**src/rtl/neuron_pkg.sv**
```systemverilog
// Shared sizing, FSM encoding and saturation limits for the neuron MAC datapath.
package neuron_pkg;

    localparam int DATA_W    = 16;
    localparam int FRAC_BITS = 8;
    localparam int ACC_W     = 40;
    localparam int N_INPUTS  = 28;
    localparam int ADDR_W    = 5;

    localparam logic [1:0] ST_IDLE  = 2'd0;
    localparam logic [1:0] ST_RUN   = 2'd1;
    localparam logic [1:0] ST_DRAIN = 2'd2;
    localparam logic [1:0] ST_OUT   = 2'd3;

    localparam logic signed [DATA_W-1:0] SAT_MAX = {1'b0, {(DATA_W-1){1'b1}}};
    localparam logic signed [DATA_W-1:0] SAT_MIN = {1'b1, {(DATA_W-1){1'b0}}};

endpackage

```
**src/rtl/neuron_round_sat.sv**
```systemverilog
// Bias add, round-half-up, Q8.8 rescale and saturation of the accumulated dot product.
// Defining NEURON_RELU_EN clamps negative results to zero after saturation.
module neuron_round_sat
    import neuron_pkg::*;
(
    input  logic signed [ACC_W-1:0]  acc,
    input  logic signed [DATA_W-1:0] bias,
    output logic signed [DATA_W-1:0] y
);

    localparam logic signed [ACC_W-1:0] RND_HALF = ACC_W'(1) << (FRAC_BITS - 1);
    localparam logic signed [ACC_W-1:0] MAX_EXT  = {{(ACC_W-DATA_W){SAT_MAX[DATA_W-1]}}, SAT_MAX};
    localparam logic signed [ACC_W-1:0] MIN_EXT  = {{(ACC_W-DATA_W){SAT_MIN[DATA_W-1]}}, SAT_MIN};

    logic signed [ACC_W-1:0] bias_ext;
    logic signed [ACC_W-1:0] sum;
    logic signed [ACC_W-1:0] shifted;

    assign bias_ext = {{(ACC_W-DATA_W){bias[DATA_W-1]}}, bias};

    always_comb begin
        sum     = acc + (bias_ext <<< FRAC_BITS) + RND_HALF;
        shifted = sum >>> FRAC_BITS;
        if (shifted > MAX_EXT) begin
            y = SAT_MAX;
        end else if (shifted < MIN_EXT) begin
            y = SAT_MIN;
        end else begin
            y = shifted[DATA_W-1:0];
        end
`ifdef NEURON_RELU_EN
        if (y[DATA_W-1]) begin
            y = '0;
        end
`endif
    end

endmodule

```
**src/rtl/neuron_mac_unit.sv**
```systemverilog
// Hidden-layer neuron: sweeps weight/activation BRAMs, multiply-accumulates, emits one Q8.8 result.
// The ReLU option (NEURON_RELU_EN) lives in neuron_round_sat and does not change timing.
//   state | meaning
//   IDLE  | waiting for START
//   RUN   | issuing BRAM addresses 0..N_INPUTS-1
//   DRAIN | two cycles letting the product/accumulate pipeline empty
//   OUT   | Y_VALID cycle; START here begins the next evaluation
module neuron_mac_unit
    import neuron_pkg::*;
(
    input  logic                     CLK,
    input  logic                     RST_N,
    input  logic                     START,
    input  logic signed [DATA_W-1:0] BIAS,
    output logic [ADDR_W-1:0]        W_ADDR,
    output logic                     W_EN,
    output logic                     W_WE,
    input  logic signed [DATA_W-1:0] W_DO,
    output logic [ADDR_W-1:0]        X_ADDR,
    output logic                     X_EN,
    input  logic signed [DATA_W-1:0] X_DO,
    output logic                     BUSY,
    output logic signed [DATA_W-1:0] Y_OUT,
    output logic                     Y_VALID
);

    logic [1:0]                state_q, state_d;
    logic [ADDR_W-1:0]         cnt_q, cnt_d;
    logic                      drain_q, drain_d;
    logic                      en_q, en_d;
    logic signed [DATA_W-1:0]  bias_q, bias_d;
    logic signed [2*DATA_W-1:0] prod_q, prod_d;
    logic                      pv_q, pv_d;
    logic signed [ACC_W-1:0]   acc_q, acc_d;
    logic signed [DATA_W-1:0]  y_q, y_d;
    logic                      yv_q, yv_d;

    logic signed [2*DATA_W-1:0] w_ext, x_ext;
    logic signed [ACC_W-1:0]    prod_ext;
    logic signed [DATA_W-1:0]   rs_y;

    assign w_ext    = {{DATA_W{W_DO[DATA_W-1]}}, W_DO};
    assign x_ext    = {{DATA_W{X_DO[DATA_W-1]}}, X_DO};
    assign prod_ext = {{(ACC_W-2*DATA_W){prod_q[2*DATA_W-1]}}, prod_q};

    neuron_round_sat u_round_sat (
        .acc  (acc_q),
        .bias (bias_q),
        .y    (rs_y)
    );

    always_comb begin
        state_d = state_q;
        cnt_d   = cnt_q;
        drain_d = drain_q;
        en_d    = en_q;
        bias_d  = bias_q;
        y_d     = y_q;
        yv_d    = 1'b0;
        // pv tracks whether the product register holds a freshly read pair
        prod_d  = w_ext * x_ext;
        pv_d    = en_q;
        acc_d   = pv_q ? (acc_q + prod_ext) : acc_q;

        case (state_q)
            ST_IDLE, ST_OUT: begin
                if (START) begin
                    state_d = ST_RUN;
                    cnt_d   = '0;
                    acc_d   = '0;
                    bias_d  = BIAS;
                    en_d    = 1'b1;
                end else begin
                    state_d = ST_IDLE;
                end
            end
            ST_RUN: begin
                if (cnt_q == ADDR_W'(N_INPUTS - 1)) begin
                    state_d = ST_DRAIN;
                    en_d    = 1'b0;
                    drain_d = 1'b1;
                end else begin
                    cnt_d = cnt_q + 1'b1;
                end
            end
            ST_DRAIN: begin
                if (drain_q == 1'b0) begin
                    state_d = ST_OUT;
                    y_d     = rs_y;
                    yv_d    = 1'b1;
                end else begin
                    drain_d = drain_q - 1'b1;
                end
            end
            default: state_d = ST_IDLE;
        endcase
    end

    always_ff @(posedge CLK) begin
        if (!RST_N) begin
            state_q <= ST_IDLE;
            cnt_q   <= '0;
            drain_q <= 1'b0;
            en_q    <= 1'b0;
            bias_q  <= '0;
            prod_q  <= '0;
            pv_q    <= 1'b0;
            acc_q   <= '0;
            y_q     <= '0;
            yv_q    <= 1'b0;
        end else begin
            state_q <= state_d;
            cnt_q   <= cnt_d;
            drain_q <= drain_d;
            en_q    <= en_d;
            bias_q  <= bias_d;
            prod_q  <= prod_d;
            pv_q    <= pv_d;
            acc_q   <= acc_d;
            y_q     <= y_d;
            yv_q    <= yv_d;
        end
    end

    assign W_ADDR  = cnt_q;
    assign X_ADDR  = cnt_q;
    assign W_EN    = en_q;
    assign X_EN    = en_q;
    assign W_WE    = 1'b0;
    assign BUSY    = (state_q == ST_RUN) || (state_q == ST_DRAIN);
    assign Y_OUT   = y_q;
    assign Y_VALID = yv_q;

endmodule

```
**config.mk**
```make
export PLATFORM = sky130hd
export DESIGN_NAME = neuron_mac_unit
export DESIGN_NICKNAME = d
export VERILOG_FILES = /design/src/rtl/neuron_pkg.sv /design/src/rtl/neuron_round_sat.sv /design/src/rtl/neuron_mac_unit.sv
export SDC_FILE = /design/constraint.sdc
export NUM_CORES = 1
export LEC_CHECK = 0
export BUFFER_PORTS_ARGS = -buffer_cell sky130_fd_sc_hd__buf_2
export CORE_AREA = 3 3 255 257
export DETAILED_ROUTE_END_ITERATION = 8
export DIE_AREA = 0 0 258 260
export REMOVE_ABC_BUFFERS = 1
export SYNTH_ARGS = -nofsm -noshare
export SYNTH_HDL_FRONTEND = slang
export SYNTH_SLANG_ARGS = --single-unit
```
**constraint.sdc**
```tcl
create_clock -name CLK -period 5.5 [get_ports CLK]
set_clock_uncertainty 0.05 [all_clocks]
set_input_delay 0 -clock CLK [delete_from_list [all_inputs] [get_ports CLK]]
set_output_delay 0 -clock CLK [all_outputs]
set_load 0.05 [all_outputs]
```
* Word-level counts from Yosys, hierarchy flattened
Cells that the tools add are included.
** Storage, ports and cells
- Word-level logic and storage cells :: 58
- Output and inout bits :: 31
- Bits in registers :: 115
** Operators by class
- Multiply operators :: 1
- Mux-type cells :: 19
- Bitwise logic cells :: 1
- Reduce and logical (&&, ||, !) cells :: 12
- $lt $le $gt $ge :: 2
- Equal/unequal tests :: 8
- Add/sub/neg operators :: 5
** Operator list (count)
- $mux W40 :: 3
- $add A40 B24 Y40 :: 1
- $add A40 B32 Y40 :: 1
- $add A40 B9 Y40 const B :: 1
- $gt A32 B16 Y1 const B :: 1
- $lt A32 B16 Y1 const B :: 1
- $mul A16 B16 Y32 :: 1
- $mux W16 :: 2
- $mux W5 :: 2
- $pmux W5 S2 :: 1
- $reduce_and A2 Y1 :: 5
- $ne A2 B2 Y1 const B :: 4
- $mux W1 :: 6
- $pmux W2 S3 :: 1
- $reduce_and A3 Y1 :: 2
- $add A5 B1 Y5 const B :: 1
- $eq A5 B5 Y1 const B :: 1
- $eq A2 B2 Y1 const B :: 2
- $mux W2 :: 2
- $pmux W1 S2 :: 2
- $reduce_bool A2 Y1 :: 2
- $eq A2 B1 Y1 const B :: 1
- $logic_not A2 Y1 :: 1
- $reduce_or A2 Y1 :: 1
- 3 further kinds :: 3

* Logic depth before layout (Yosys ltp)
- Depth after elaboration :: 5
- Mapped depth :: 26

* Hierarchy
From an unflattened synthesis, not the netlist that was laid out.
** Unflattened totals
- Cell total of the unflattened synthesis :: 2131
- Area, all modules :: 18186.2 um^2
** Modules (own cells, without submodules)
- neuron_mac_unit :: times used 1, seq. area each 2302.2 um^2, cells an instance 1844, area each 16153.0 um^2
- neuron_round_sat :: times used 1, seq. area each 0.0 um^2, cells an instance 287, area each 2033.2 um^2

* Worst setup path after synthesis
Ideal clock, no wire load.
- Kind :: in2reg
- From :: input X_DO[1]
- To :: register prod_q[31]
- Required time :: 5322 ps
- Arrival :: 5716 ps
- Library setup time :: 128 ps
- Path slack :: -394 ps
- Stages on the path :: 22
- Path buffers :: 1
- Cells stage by stage :: clkbuf_1 > nand2_1 > inv_1 > fa_1 > fa_1 > fa_1 > fa_1 > fa_1 > inv_1 > fa_1 > inv_1 > ha_1 > a2111oi_0 > o21ai_0 > o21a_1 > a41o_1 > a31oi_1 > a31oi_1 > a221o_1 > a21oi_1 > xnor2_1 > nor2_1
** Between the ends
- Cells in the longest elaborated chain, start to end :: 1
** Ends and longest elaborated chain
- start: declaration :: RTL line neuron_mac_unit.sv:21 : input logic signed [DATA_W-1:0] X_DO,
- $mul A16 B16 Y32 :: RTL line neuron_mac_unit.sv:61 : prod_d = w_ext * x_ext;
- end signal: assignment :: RTL line neuron_mac_unit.sv:117 : prod_q <= prod_d;
- end: declaration :: RTL line neuron_mac_unit.sv:32 : logic signed [2*DATA_W-1:0] prod_q, prod_d;
No other way between the ends.
A chain may end at the register's enable or synchronous reset.

* Final worst setup path
- From :: input W_DO[6]
- To :: register prod_q[31]
** Between the ends
- Cells in the longest elaborated chain, start to end :: 1
** Ends and longest elaborated chain
- start: declaration :: RTL line neuron_mac_unit.sv:18 : input logic signed [DATA_W-1:0] W_DO,
- $mul A16 B16 Y32 :: RTL line neuron_mac_unit.sv:61
No other way between the ends.

==> results.md <==
- Cell breakdown of the critical path: buf_4 > and2_4 > fa_1 > inv_2 > fa_1 > fa_1 > fa_1 > inv_2 > fa_1 > inv_1 > fa_1 > inv_2 > ha_4 > a21o_1 > a21oi_4 > o21ba_4 > o41ai_4 > a41o_1 > a31oi_4 > a31oi_2 > a221o_1 > a21oi_2 > xnor2_1 > nor2_1
- Highest-count cells in the layout ignoring fill and taps: inv_1, fa_1, nand2_1
- Post-synth ARST share: 0
- Final setup fails: 0
- DR WL met3: 928 um
- CTS H-tree lvls: 4
- Number of synthesized flops with an enable pin: 0
- Crit path launch type: input port
- Syn avg cell area: 8.77 um^2
- Commonest non-fill, non-tap cell in the layout: inv_1
- Crit path kind: input port to flop
- Min Clock Period, post-route: 5420 ps
- Starting density of the core: 0.278
- Antenna violations before repair: 0
- Met2 Wirelength: 20,200 um
- Reg2reg setup slack: 1200 ps
- DIE HEIGHT: 260 um
- HP Start: W_DO[0]
- Die width: 258 um
- # DRC: 0
- Top Layer Used: met4
- Most common cell on crit path: fa_1
- Worst-Skew Late Latency: 420 ps
- CTS root buf: clkbuf_16
- Die ar.: 0.0671 mm^2
- Nets@finish: 2,665
- Avg WL per Cell: 14.2 um
- Critical path endpoint category: flop
- Largest net degree at the start of global routing: 47
- Dpl ws: -817 ps
- Largest area contributor in the netlist: fa_1
- Crit-path slowest cell: fa_1
- CTS buffer count: 17
- R2R cell count: 11
- Fin crit share: 0.985
- Initial DRC Count: 745
- Status: complete, no violations
- Top-area cell type share of the netlist area: 0.302
- CTS tree: done
- CP bufs+invs: 5
- Final core utilization: 0.333
- Placer congestion estimate: 0.853
- Crit path DAT: 5650 ps
- Distinct cells, synth: 85
- Worst reg2reg endpoint: Y_OUT[2]
- YS warnings: 0
- Critical-path maximum fanout: 5
- Clock Pin Slew Worst Setup and Hold Paths: 60 ps
- Cells after Synth: 1,997
- Crit-path leading delay family: adder cells
- Maximum root-to-sink buffer count: 2
- IO Pins: 82
- DP HPWL: 36,600 um
- Hold Vio Cnt, Final: 0
- Diodes inserted: 0
- Tot GR Track Use: 0.133
- RR Startpoint: bias_q[15]
- Max Freq: 0.185 GHz
- Max-cap violation count: 0
- Synth area leaders: fa_1, dfxtp_1, ha_1
- Area grow syn2layout: 19.9%
- Worst hold slack: 46.9 ps
- Global-route wire length before repair: 73,400 um
- Row Count: 92
- Hold crit path type: input port to flop
- Via/cell ratio: 4.44
- Synth Register Bits: 115
- CORE AREA: 0.0630 mm^2
- Share of cells above drive strength 1: 0.168
- Worst Path Required: 5740 ps
- Final WL: 43,300 um
- Setup ws final: 81.3 ps
- Sequential area share after synthesis: 0.132
- Slowest stage delay, CP: 550 ps
- Worst slew pin tran: 927 ps
- Mapped Area: 0.0175 mm^2
- Max Slew Vio Count: 0
- Fillers: 6,591
- Port Buf Inserts: 80
- DRT Pass-1 Iters: 5
- Hold-critical path depth: 3
- Vias in the first global route: 14,400
- Vias: 13,600
- RSZ-0062 raised after global routing: true
- Prevailing post-synth register cell: dfxtp_1
- M1 WL: 21,500 um
- Hold Path Sink: prod_q[0]
- Sink Count: 115
- Max_slew headroom: 0.382
- Post-route ant nets: 0
- GRT overflow: 0
[worst max path at each step]
stage,start,to,cells past startpoint
detailed placement,X_DO[6],prod_q[30],24
global placement,X_DO[6],prod_q[30],24
CTS,W_DO[8],prod_q[30],25
global route,X_DO[5],prod_q[30],25
finish,W_DO[6],prod_q[31],24
floorplan,X_DO[6],prod_q[30],23
[flip-flops by register name, indices dropped and copies added, names as in the netlist, 2 cells and up]
register,flops
bias_q,16
acc_q,40
Y_OUT,16
W_ADDR,5
prod_q,32
state_q,2
[per-stage QoR]
step	std cells	TNS, ps	area (um^2)
floorplan	1917	-676	17100
global placement	2997	-4880	19800
detailed placement	2997	-5880	19800
CTS	3049	-15.1	20700
global route	3054	-382	21000
finish	3054	0	21000
[logic make-up (layout without fill, tap and decap cells)]
logic type	after synthesis	in the layout	synth area share
simple gates	607	607	0.170
other cells	1	1	0.000214
compound gates	343	343	0.133
fa+ha+maj	419	419	0.413
buf+inv	384	595	0.0858
xor+xnor	94	94	0.0470
mux	34	34	0.0195
flops	115	115	0.132
[worst reg2reg max path, cell delays in order (launching register included)]
cell       delay, ps
dfxtp_1          840
ha_1             430
a21o_1           210
a21o_1           200
a21o_1           230
a22o_1           220
a2111oi_2        470
o21bai_1         150
a21oi_1          200
xnor2_1          160
o31ai_4          840
a21oi_1          140
[timing repair]
action,4_1_cts,5_1_grt
endpoints found under the hold margin,18,0
endpoints found under the setup margin,5,10
pin swaps,21,59
hold buffers,18,0
resized for setup,25,67
setup buffers,2,5
[Yosys cell counts, drive strengths merged, types with 3 or more instances]
cell type / count
inv: 304
fa: 264
nand2: 226
ha: 155
and2: 136
nor2: 123
a21oi: 115
dfxtp: 115
xnor2: 65
clkbuf: 59
o21ai: 53
a21o: 49
mux2i: 33
xor2: 29
buf: 21
nand2b: 20
nand3: 18
a211oi: 17
nor3: 17
nand4: 15
a31oi: 12
o21bai: 12
o21a: 11
and3: 10
nor2b: 9
a2111oi: 8
o211ai: 8
o31ai: 8
a211o: 7
nand3b: 6
or2: 6
a21boi: 5
a311oi: 5
o22ai: 5
nor3b: 4
nor4: 4
a22oi: 3
and4: 3
o221ai: 3
or3: 3
[metal layers]
metal	track usage	vias to the layer above
li1	-	6835
met1	0.184	6526
met2	0.227	162
met3	0.00906	27
met4	0.0308	0
met5	0	-
[cell type report]
type                       instances  area, um^2  share of cell area
clock buffer                      21         450              0.0215
inverter                         304        1140              0.0544
tap                              846        1060              0.0505
sequential                       115        2300               0.110
clock inverter                    11         130             0.00620
multi-input combinational       1498       14000               0.667
timing repair buffer             259        1900              0.0908
Power is not shown: default switching activity piles up to over one toggle a cycle in this logic, so the estimate is an artifact.
